File: config.mk
export PLATFORM = sky130hd
export DESIGN_NAME = config_stream_loader
export DESIGN_NICKNAME = d
export VERILOG_FILES = /design/src/rtl/config_stream_loader.sv
export SDC_FILE = /design/constraint.sdc
export NUM_CORES = 1
export LEC_CHECK = 0
export ABC_CLOCK_PERIOD_IN_PS = 2510
export BUFFER_PORTS_ARGS = -buffer_cell sky130_fd_sc_hd__buf_2
export CORE_UTILIZATION = 50
export CTS_BUF_LIST = sky130_fd_sc_hd__clkbuf_8
export CTS_CLUSTER_SIZE = 12
export DETAILED_ROUTE_END_ITERATION = 8
export PLACE_DENSITY = 0.85
export SYNTH_ARGS = -nofsm -noshare
export SYNTH_HDL_FRONTEND = slang
export SYNTH_SLANG_ARGS = --single-unit
File: constraint.sdc
create_clock -name clk -period 2.51 [get_ports clk]
set_input_delay 0 -clock clk [delete_from_list [all_inputs] [get_ports clk]]
set_output_delay 0 -clock clk [all_outputs]
set_load 0.02 [all_outputs]
File: src/rtl/config_stream_loader.sv
// Byte-stream loader for the PE tile configuration bus: assembles (address, data)
// records from a valid/ready byte stream and presents each one for exactly one clock.
module config_stream_loader #(
   parameter logic [31:0] IDLE_ADDR = 32'hFFFF_FFFF,
   parameter int          MAX_WORDS = 1024
) (
   input  logic        clk,
   input  logic        reset,
   input  logic        start,
   input  logic [7:0]  in_data,
   input  logic        in_valid,
   output logic        in_ready,
   output logic [31:0] config_addr,
   output logic [31:0] config_data,
   output logic        busy,
   output logic        done,
   output logic        error,
   output logic [15:0] words_written
);

   localparam logic [31:0] MAX_COUNT = 32'(MAX_WORDS);

   typedef enum logic [2:0] {
      S_IDLE  = 3'd0,
      S_COUNT = 3'd1,
      S_ADDR  = 3'd2,
      S_DATA  = 3'd3,
      S_WRITE = 3'd4,
      S_DONE  = 3'd5,
      S_ERROR = 3'd6
   } state_t;

   state_t      state_r;
   logic [1:0]  byte_idx_r;
   logic [23:0] shift_r;
   logic [31:0] addr_r;
   logic [31:0] remaining_r;

   logic        xfer_s;
   logic        last_byte_s;
   logic [31:0] full_word_s;

   // Bytes arrive LSB first, so the newest byte enters at the top of the shift register.
   assign full_word_s = {in_data, shift_r};
   assign xfer_s      = in_valid && in_ready;
   assign last_byte_s = xfer_s && (byte_idx_r == 2'd3);

   // Ready and busy are pure decodes of the registered state.
   always_comb begin
      in_ready = 1'b0;
      busy     = 1'b0;
      case (state_r)
         S_COUNT, S_ADDR, S_DATA: begin
            in_ready = 1'b1;
            busy     = 1'b1;
         end
         S_WRITE: begin
            in_ready = 1'b0;
            busy     = 1'b1;
         end
         default: begin
            in_ready = 1'b0;
            busy     = 1'b0;
         end
      endcase
   end

   // Loader FSM with byte assembly and registered bus/status outputs.
   always_ff @(posedge clk) begin
      if (!reset) begin
         state_r       <= S_IDLE;
         byte_idx_r    <= 2'd0;
         shift_r       <= 24'd0;
         addr_r        <= 32'd0;
         remaining_r   <= 32'd0;
         config_addr   <= IDLE_ADDR;
         config_data   <= 32'd0;
         done          <= 1'b0;
         error         <= 1'b0;
         words_written <= 16'd0;
      end else begin
         if (xfer_s) begin
            shift_r    <= full_word_s[31:8];
            byte_idx_r <= byte_idx_r + 2'd1;
         end else begin
            shift_r    <= shift_r;
            byte_idx_r <= byte_idx_r;
         end

         case (state_r)
            S_IDLE, S_DONE, S_ERROR: begin
               if (start) begin
                  state_r       <= S_COUNT;
                  byte_idx_r    <= 2'd0;
                  done          <= 1'b0;
                  error         <= 1'b0;
                  words_written <= 16'd0;
               end else begin
                  state_r <= state_r;
               end
            end
            S_COUNT: begin
               if (last_byte_s) begin
                  if (full_word_s == 32'd0) begin
                     state_r <= S_DONE;
                     done    <= 1'b1;
                  end else if (full_word_s > MAX_COUNT) begin
                     state_r <= S_ERROR;
                     error   <= 1'b1;
                  end else begin
                     remaining_r <= full_word_s;
                     state_r     <= S_ADDR;
                  end
               end else begin
                  state_r <= S_COUNT;
               end
            end
            S_ADDR: begin
               if (last_byte_s) begin
                  addr_r  <= full_word_s;
                  state_r <= S_DATA;
               end else begin
                  state_r <= S_ADDR;
               end
            end
            S_DATA: begin
               if (last_byte_s) begin
                  config_addr <= addr_r;
                  config_data <= full_word_s;
                  state_r     <= S_WRITE;
               end else begin
                  state_r <= S_DATA;
               end
            end
            S_WRITE: begin
               // The tile array latches during this single cycle; the bus returns to idle next.
               config_addr   <= IDLE_ADDR;
               config_data   <= 32'd0;
               words_written <= words_written + 16'd1;
               remaining_r   <= remaining_r - 32'd1;
               if (remaining_r == 32'd1) begin
                  state_r <= S_DONE;
                  done    <= 1'b1;
               end else begin
                  state_r <= S_ADDR;
               end
            end
            default: begin
               state_r     <= S_IDLE;
               config_addr <= IDLE_ADDR;
               config_data <= 32'd0;
            end
         endcase
      end
   end

endmodule

==> metrics.md, run 1 <==
| Metric | Value |
|---|---|
| Antenna violations before repair | 0 |
| Most used cell, CP | or4_4 |
| RR Endpoint | remaining_r[21]$_SDFFE_PN0P_ |
| Worst slew pin tran | around 640 ps |
| Clk Latency, worst-skew pair | about 490 ps |
| Num rows | 44 |
| Commonest non-fill, non-tap cells in the layout | nand2_1, dfxtp_1, a21oi_1, buf_2, o21ai_0 |
| Max_cap viols | 0 |
| RSZ-0062 raised after global routing | no |
| Syn nets | 964 |
| Die area | ~0.015 mm² |
| Via Count | 7259 |
| Post-route ant nets | 0 |
| Critical path startpoint | remaining_r[16]$_SDFFE_PN0P_ |
| Residual DRC | 0 |
| Critical Path Start Type | flip-flop |
| Final max-slew violation count | 0 |
| Ys async rst share | 0% |
| Critical-path top delay cell | or4b_4 |
| All-Layer GR Usage | 25.9% |
| Relative slew slack | approximately 57% |
| Final core occ | 59.7% |
| Critical Path Fanout Max | 6 |
| Fin. Hold Viols | 0 |
| Largest net degree at the start of global routing | 65 |
| Max VDD drop | 0.000376 V |
| Setup crit end kind | flip-flop |
| Hold Crit Class | primary input to flip-flop |
| Drt pass-1 iters | 6 |
| Hold Path End | words_written[0]$_SDFFE_PN0P_ |
| Initial Util | between 50% and 60% |
| CP cell instances | or4_4 -> or4b_4 -> or4_4 -> and3_1 -> o21a_1 |
| Post-synth EDFFs | 0 |
| Required @ worst endpoint | 2900 ps |
| First-pass GRT wire length | ~31000 µm |
| IO Pins | 96 |
| Minimum clock period | 2410 ps |
| Clk buf depth | 2 |
| Multi-input logic area | between 0.003 and 0.004 mm² |
| Min-delay src | reset |
| CTS tree | done |
| CTS Sinks | 175 |
| Area grow syn2layout | 16.9% |
| Detailed Route WL | 19800 µm |
| Crit-path max cell delay | 580 ps |
| Crit share post-route | 96.1% |
| Placer Congestion | 0.896 |
| Drt wl/cell | around 16 µm |
| Grt ovf | 0 |
| Nets@finish | around 1.1k |
| Synth cell types | 56 |
| Die Wd | ~120 µm |
| Worst r2r src | remaining_r[16]$_SDFFE_PN0P_ |
| Yosys warns | 0 |
| Setup CP Type | flip-flop to flip-flop |
| Reg area | about 0.0035 mm² |
| Synthesized flop and latch total | 175 |
| Root Buffer | clkbuf_8 |
| Final-layout fill cell count | 1218 |
| Share of cells above drive strength 1 | 18.1% |
| Port buffer count | 95 |
| Commonest non-fill, non-tap cell in the layout | nand2_1 |
| Sequential element share of the synthesized area | a little under half |
| Mean Syn Cell Area | between 7 and 8 µm² |
| Drt via density | 5.90 |
| Die boundary height | 124 µm |
| WHS Path Cells | 4 |
| Final clock skew | 15.3 ps |
| Leakage power | around 3.2 nW |
| Power Density | 585 mW/mm² |
| Core Region | 0.0145 mm² |
| Achievable frequency | around 410 MHz |
| Post-Syn Instances | 948 |
| Synth Cell Area | between 0.007 and 0.008 mm² |
| Count of final setup violators | 0 |
| Number of global-route vias before repair | 6309 |
| Power Total | around 5 mW |
| DRT iter0 DRCs | 970 |
| Num CTS Buffers | 17 |
| # diodes | 0 |
| Synth Flop Type | dfxtp_1 |
| Reg2Reg Setup Slack | 100 ps |
| Worst Path Arrival | approximately 2800 ps |
| Clk slew on worst S/H paths | 100 ps |
| CTS H-tree depth | 4 |
| Setup TNS | 0 ps |
| Post-DP HPWL | 12500 µm |
| Outcome | complete, no violations |
| R2R cell count | 5 |
==> cells in the mapped netlist, types with 6 or more instances <==
| library cell | number | area share (%) |
|---|---|---|
| a21oi_1 | 112 | 7.6 |
| a31oi_1 | 23 | 1.9 |
| and3_1 | 10 | 0.85 |
| clkbuf_1 | 66 | 3.3 |
| dfxtp_1 | 175 | 47 |
| inv_1 | 10 | 0.51 |
| nand2_1 | 181 | 9.2 |
| nand3_1 | 56 | 3.8 |
| nand4_1 | 9 | 0.76 |
| nor2_1 | 61 | 3.1 |
| nor3_1 | 50 | 3.4 |
| nor4_1 | 20 | 1.7 |
| o21ai_0 | 67 | 4.5 |
| o221a_2 | 6 | 0.91 |
| or3_1 | 11 | 0.93 |
==> power breakdown <==
| group | leakage [nW] | internal (mW) | switching (mW) |
|---|---|---|---|
| sequential | 1.41 | 2.78 | 0.0176 |
| combinational | 1.63 | 0.0591 | 0.129 |
| clock | 0.210 | 0.997 | 1.07 |
| total | 3.25 | 3.84 | 1.22 |
==> flip-flops by register name, summed over array words and instances, names as in the netlist <==
name	flops
remaining_r	32
byte_idx_r	2
done	1
shift_r	24
config_data	32
config_addr	32
words_written	16
state_r	3
addr_r	32
error	1
==> logic make-up (layout without fill, tap and decap cells) <==
| kind of cell | Yosys count | in the layout | synth area share [%] |
|---|---|---|---|
| DFF | 175 | 175 | 47.3 |
| buffers and inverters | 84 | 181 | 4.46 |
| xor gates and xnor gates | 7 | 7 | 0.828 |
| muxes | 1 | 1 | 0.135 |
| adders and majority gates | 5 | 5 | 0.812 |
| AOI/OAI and AO/OA | 245 | 245 | 19.0 |
| and+or+nand+nor | 431 | 432 | 27.4 |
==> worst max-delay path by stage <==
| stage | to |
|---|---|
| 5_1_grt | remaining_r[26]$_SDFFE_PN0P_ |
| 6_report | remaining_r[21]$_SDFFE_PN0P_ |
| 4_1_cts | remaining_r[21]$_SDFFE_PN0P_ |
| 3_3_place_gp | remaining_r[21]$_SDFFE_PN0P_ |
| 2_1_floorplan | remaining_r[21]$_SDFFE_PN0P_ |
| 3_5_place_dp | remaining_r[21]$_SDFFE_PN0P_ |
==> through the flow <==
step | std cells | hold slack [ps] | setup slack (ps) | area (µm²)
after floorplan | 948 | 136 | 39.4 | 7400
after global placement | 1188 | 298 | 124 | 8120
after detailed placement | 1188 | 301 | 90.0 | 8120
after CTS | 1229 | 35.8 | 63.4 | 8630
after global routing | 1230 | 80.3 | 31.1 | 8650
final | 1230 | 63.5 | 97.4 | 8650
==> repair_timing <==
item                       CTS  global route
hold buffers                10             0
buffers inserted             0             0
gates resized for setup      0             2
setup endpoints to repair    0             4
hold endpoints to repair    26             0
==> routing by layer <==
metal	vias up	global-route usage, %	wire [µm]
met5	-	0	0
met4	0	9.56	372
met3	45	5.95	1630
met2	339	38.7	8820
met1	3346	36.3	8930
li1	3529	-	-
==> critical path, delay by kind of cell (launching register included) <==
family	cells	cell delay, ps
simple gates	4	1760
compound gates	1	170
flops	1	370
==> final cells by class <==
class	count	area share [%]
Sequential cell	175	40.5
Multi-Input combinational cell	690	41.7
Clock inverter	14	2.04
Clock buffer	17	2.70
Timing Repair Buffer	139	9.89
Tap cell	184	2.66
Inverter	11	0.492
Power figures use the tool's default switching activity.
==> run 2, diff against run 1 <==
--- a/config.mk
+++ b/config.mk
@@ -11,6 +11,7 @@
 export CTS_BUF_LIST = sky130_fd_sc_hd__clkbuf_8
 export CTS_CLUSTER_SIZE = 12
 export DETAILED_ROUTE_END_ITERATION = 8
+export GPL_TIMING_DRIVEN = 0
 export PLACE_DENSITY = 0.85
 export SYNTH_ARGS = -nofsm -noshare
 export SYNTH_HDL_FRONTEND = slang
==> metrics.md, run 2 (synthesis gave the netlist of run 1 again) <==
| Metric | Value |
|---|---|
| Clk buf depth | 2 |
| WHS Path Cells | 4 |
| Drt pass-1 iters | 6 |
| Required @ worst endpoint | around 2900 ps |
| DRT iter0 DRCs | 1030 |
| Max VDD drop | 0.000395 V |
| Reg2Reg Setup Slack | 30 ps |
| Buf/Inv on CP | 1 |
| Layout Cells excl Fill | 1265 |
| Max_cap viols | 0 |
| Root Buffer | clkbuf_8 |
| Setup crit end kind | flip-flop |
| CP delay by family, top | simple AND/OR/NAND/NOR gates |
| Outcome | complete, no violations |
| Post-route ant nets | 0 |
| Crit share post-route | a little under 100% |
| Leakage power | 3.16 nW |
| Residual DRC | 0 |
| Drt wl/cell | roughly 17 µm |
| R2R cell count | 6 |
| Power Density | 577 mW/mm² |
| Post-Place Cells | 1227 |
| Hold Crit Class | primary input to flip-flop |
| Critical-path top delay cell | or4b_4 |
| # diodes | 0 |
| Detailed Route WL | 21500 µm |
| Achievable frequency | 404 MHz |
| Initial Util | between 50% and 60% |
| Relative slew slack | 49.4% |
| Worst Path Arrival | 2880 ps |
| Drt via density | about 6.1 |
| Minimum clock period | 2480 ps |
| Port buffer count | 95 |
| Fin Hold WS | around 32 ps |
| Setup CP Type | flip-flop to flip-flop |
| Crit-path max cell delay | 570 ps |
| Count of final setup violators | 0 |
| Critical Path Start Type | flip-flop |
| Final clock skew | roughly 9 ps |
| Via Count | between 7k and 8k |
| Nets@finish | between 1k and 1.5k |
| Num rows | 44 |
| Clk Latency, worst-skew pair | between 400 and 500 ps |
| Commonest non-fill, non-tap cell in the layout | nand2_1 |
| Antenna violations before repair | 0 |
| IO Pins | 96 |
| Setup TNS | 0 ps |
| Met1 usage | 40.1% |
| Area after DPL | between 0.008 and 0.009 mm² |
| Busiest layer in global routing | met2 |
| First-pass GRT wire length | 33800 µm |
| Worst r2r src | remaining_r[11]$_SDFFE_PN0P_ |
| Area grow syn2layout | 16.6% |
| Number of global-route vias before repair | 6835 |
| Share of cells above drive strength 1 | 15.2% |
| Final max-slew violation count | 0 |
| M2 GR Usage | 42.3% |
| CP cell instances | buf_6 -> or4_4 -> or4b_4 -> nor4_4 -> a221oi_1 -> nor3_1 |
| Die Wd | between 100 and 150 µm |
| Commonest non-fill, non-tap cells in the layout | nand2_1, dfxtp_1, a21oi_1, buf_2, o21ai_0 |
| Clk slew on worst S/H paths | 90 ps |
| Die boundary height | 124 µm |
| Placer Congestion | 0.918 |
| Grt ovf | 0 |
| CTS tree | done |
| Num CTS Buffers | 17 |
| Core Region | between 0.01 and 0.015 mm² |
| Min-delay src | in_valid |
| CTS Sinks | between 150 and 200 |
| Hold Path End | error$_SDFFE_PN0P_ |
| Grt met3 use | 6.73% |
| All-Layer GR Usage | 28.5% |
| Worst slew pin tran | 759 ps |
| Post-route design area | 0.00863 mm² |
| Largest net degree at the start of global routing | 17 |
| CTS H-tree depth | 4 |
| Post-DP HPWL | 14700 µm |
| Fin. Hold Viols | 0 |
| RR Endpoint | done$_SDFFE_PN0P_ |
| Die area | 0.0153 mm² |
| Critical Path Fanout Max | 9 |
==> run 2: changes by cell type in the layout (fill, tap and decap cells not counted), sizes merged, moves of 2 or more <==
cell	previous run	this run
buf	129	101
clkbuf	17	83
clkinvlp	1	4
inv	17	15
==> run 2: power breakdown <==
part,leakage [nW],switching (mW),internal [mW]
Combinational,1.55,0.143,0.0568
Sequential,1.41,0.0159,2.78
Clock,0.198,1.04,0.937
==> run 2: routing by layer <==
metal  share of wire [%]  vias to the layer above
li1                    -                     3609
met1                  43                     3572
met2                  44                      444
met3                  11                       59
met4                 1.9                        0
met5                   0                        -
==> run 2: worst max path at each step <==
| stage | start | slack [ps] | cells after the start | endpoint |
|---|---|---|---|---|
| finish | remaining_r[11]$_SDFFE_PN0P_ | 30 | 6 | done$_SDFFE_PN0P_ |
| global route | state_r[0]$_SDFFE_PN0P_ | -5 | 7 | remaining_r[16]$_SDFFE_PN0P_ |
| CTS | state_r[0]$_SDFFE_PN0P_ | 9 | 6 | remaining_r[16]$_SDFFE_PN0P_ |
| detailed placement | state_r[0]$_SDFFE_PN0P_ | -120 | 7 | remaining_r[17]$_SDFFE_PN0P_ |
| global placement | state_r[0]$_SDFFE_PN0P_ | -100 | 7 | remaining_r[16]$_SDFFE_PN0P_ |
| floorplan | remaining_r[11]$_SDFFE_PN0P_ | 40 | 7 | remaining_r[21]$_SDFFE_PN0P_ |
==> run 2: what timing repair did <==
item / 4_1_cts / 5_1_grt
hold buffers: 9 / 0
endpoints found under the setup margin: 77 / 45
pin swaps: 0 / 1
hold endpoints to repair: 25 / 0
gates resized for setup: 8 / 15
setup buffers: 0 / 0
==> run 2: layout make-up <==
cell class                      count  area [µm²]
Fill cell                        1295        5850
Multi-Input combinational cell    689        3610
Sequential cell                   175        3500
Timing Repair Buffer              104         566
Buffer                             70         283
Clock buffer                       19         262
Tap cell                          184         230
Clock inverter                     13         138
Inverter                           11        41.3
==> run 2: per-stage QoR <==
stage / setup slack [ps] / total power [mW] / util (%)
CTS: 8.77 / 4.97 / 59.5
global route: -4.82 / 5.13 / 59.6
global placement: -97.1 / 3.04 / 56.0
detailed placement: -116 / 3.04 / 56.0
floorplan: 39.4 / 2.97 / -
finish: 32.6 / 4.98 / 59.6
==> run 2: worst reg2reg max path: cells and delay by family (launching register included) <==
kind	cells	cell delay, ps
and+or+nand+nor	4	1790
DFF	1	320
AOI/OAI and AO/OA	1	170
buffers and inverters	1	130
==> run 3, diff against run 2 <==
--- a/config.mk
+++ b/config.mk
@@ -6,7 +6,7 @@
 export NUM_CORES = 1
 export LEC_CHECK = 0
 export ABC_CLOCK_PERIOD_IN_PS = 2510
-export BUFFER_PORTS_ARGS = -buffer_cell sky130_fd_sc_hd__buf_2
+export BUFFER_PORTS_ARGS = -buffer_cell sky130_fd_sc_hd__buf_4
 export CORE_UTILIZATION = 50
 export CTS_BUF_LIST = sky130_fd_sc_hd__clkbuf_8
 export CTS_CLUSTER_SIZE = 12
==> metrics.md, run 3 (synthesis gave the netlist of run 1 again) <==
| Metric | Value |
|---|---|
| Outcome | complete, no violations |
| Commonest non-fill, non-tap cell in the layout | nand2_1 |
| CTS tree | done |
| Worst slew pin tran | 774 ps |
| Switching Share | 23.2% |
| Via Count | approximately 7.6k |
| Num CTS Buffers | 17 |
| Power Density | 557 mW/mm² |
| Commonest non-fill, non-tap cells in the layout | nand2_1, dfxtp_1, a21oi_1, buf_4, o21ai_0 |
| Wire length on met3 | 2130 µm |
| Post-DP HPWL | between 10000 and 15000 µm |
| Clock network power share | 39.2% |
| Met2 WL post-DR | 9290 µm |
| Drt pass-1 iters | 6 |
| Fin Hold WS | 16.4 ps |
| Worst Path Arrival | 2840 ps |
| Die boundary height | 124 µm |
| Crit share post-route | 97.6% |
| Drt wl/cell | 16.7 µm |
| Final clock skew | 9.16 ps |
| Achievable frequency | 408 MHz |
| Routed met1 length | 9120 µm |
| Clk slew on worst S/H paths | 80 ps |
| Detailed Route WL | 21100 µm |
| Antenna violations before repair | 0 |
| P_int | about 3.8 mW |
| Leakage power | 3.24 nW |
| IO Pins | 96 |
| Post-CTS Setup Bufs | 0 |
| Fin. Hold Viols | 0 |
| Residual DRC | 0 |
| Required @ worst endpoint | 2900 ps |
| Setup TNS | 0 ps |
| Setup CP Type | flip-flop to flip-flop |
| Clk Latency, worst-skew pair | 470 ps |
| Final core occ | 61.4% |
| Number of global-route vias before repair | 6847 |
| Hold Crit Class | primary input to flip-flop |
| Combinational Power Share | 4.2% |
| Relative slew slack | 48.0% |
| Drt via density | 5.99 |
| First-pass GRT wire length | 33600 µm |
| Core Region | 0.0145 mm² |
| Highest Signal Layer | met4 |
| Initial Util | between 50% and 60% |
| Die area | 0.0153 mm² |
| Largest net degree at the start of global routing | 17 |
| Grt ovf | 0 |
| Critical Path Start Type | flip-flop |
| CTS Sinks | 175 |
| Critical Path Fanout Max | 9 |
| All-Layer GR Usage | roughly 28% |
| Root Buffer | clkbuf_8 |
| Setup crit end kind | flip-flop |
| Seq pwr share | 56.6% |
| # diodes | 0 |
| Share of cells above drive strength 1 | 15.4% |
| Clk buf depth | 2 |
| Num rows | 44 |
| Count of final setup violators | 0 |
| Final max-slew violation count | 0 |
| Nets@finish | 1085 |
| Area after DPL | 0.00834 mm² |
| Post-route ant nets | 0 |
| CTS H-tree depth | 4 |
| DRT iter0 DRCs | roughly 860 |
| Post-route design area | slightly below 0.009 mm² |
| Sw power | 1.15 mW |
| Max VDD drop | 0.000377 V |
| Placer Congestion | between 0.9 and 1 |
| Die Wd | 124 µm |
| Area grow syn2layout | 20.1% |
| Port buffer count | 95 |
| RSZ-0062 raised after global routing | no |
| Minimum clock period | 2450 ps |
| Final-layout fill cell count | 1243 |
| Max_cap viols | 0 |
## run 3: cell count changes in the layout (fill, tap and decap cells not counted), sizes merged
| cell | previous run | this run |
|---|---|---|
| clkbuf | 83 | 86 |
| inv | 15 | 12 |
| buf | 101 | 100 |
| clkinv | 3 | 4 |
| clkinvlp | 4 | 3 |
## run 3: power by group through the flow
stage / sequential (mW) / combinational [mW] / clock, mW
4_1_cts: 2.80 / 0.200 / 1.95
6_report: 2.80 / 0.207 / 1.94
3_3_place_gp: 2.86 / 0.183 / 0
3_5_place_dp: 2.86 / 0.186 / 0
2_1_floorplan: 2.86 / 0.108 / 0
5_1_grt: 2.80 / 0.224 / 2.08
## run 3: metal layers
metal  global-route usage (%)  up-vias
li1                         -     3603
met2                     41.9      399
met5                        0        -
met3                     6.73       55
met4                     11.7        0
met1                     39.2     3513
## run 3: cell type report
class	instances	area, µm²	share of cell area, %
Clock inverter	10	116	1.31
Timing Repair Buffer	104	803	9.04
Buffer	71	288	3.24
Clock buffer	20	275	3.10
Inverter	11	41.3	0.465
Multi-Input combinational cell	689	3630	40.8
Tap cell	184	230	2.59
Sequential cell	175	3500	39.4
## run 3: stage by stage
| step | power, mW | instances | worst slack (ps) |
|---|---|---|---|
| final | 4.95 | 1264 | 59.9 |
| after global routing | 5.10 | 1264 | 1.14 |
| after CTS | 4.95 | 1265 | 36.5 |
| after detailed placement | 3.05 | 1227 | -143 |
| after global placement | 3.05 | 1227 | -118 |
| after floorplan | 2.97 | 948 | 39.4 |
## run 3: path summary, 6_finish.rpt
check	startpoint	to	slack, ps	cells past startpoint
max	remaining_r[7]$_SDFFE_PN0P_	done$_SDFFE_PN0P_	60	6
min	in_valid	error$_SDFFE_PN0P_	20	4
max reg2reg	remaining_r[7]$_SDFFE_PN0P_	done$_SDFFE_PN0P_	60	6
min reg2reg	config_data[8]$_SDFFE_PN0P_	config_data[8]$_SDFFE_PN0P_	460	2
## run 3: critical path, cell delays in order, from the launching register on
cell      delay, ps
dfxtp_1         310
clkbuf_1        200
nor4_2          470
or4b_4          580
nor4_4          460
a221oi_1        170
nor3_1          190
## run 3: what timing repair did
item / 4_1_cts / 5_1_grt
setup endpoints to repair: 80 / 91
resized for setup: 7 / 20
endpoints found under the hold margin: 25 / 0
pin swaps: 0 / 1
hold buffers: 9 / 0
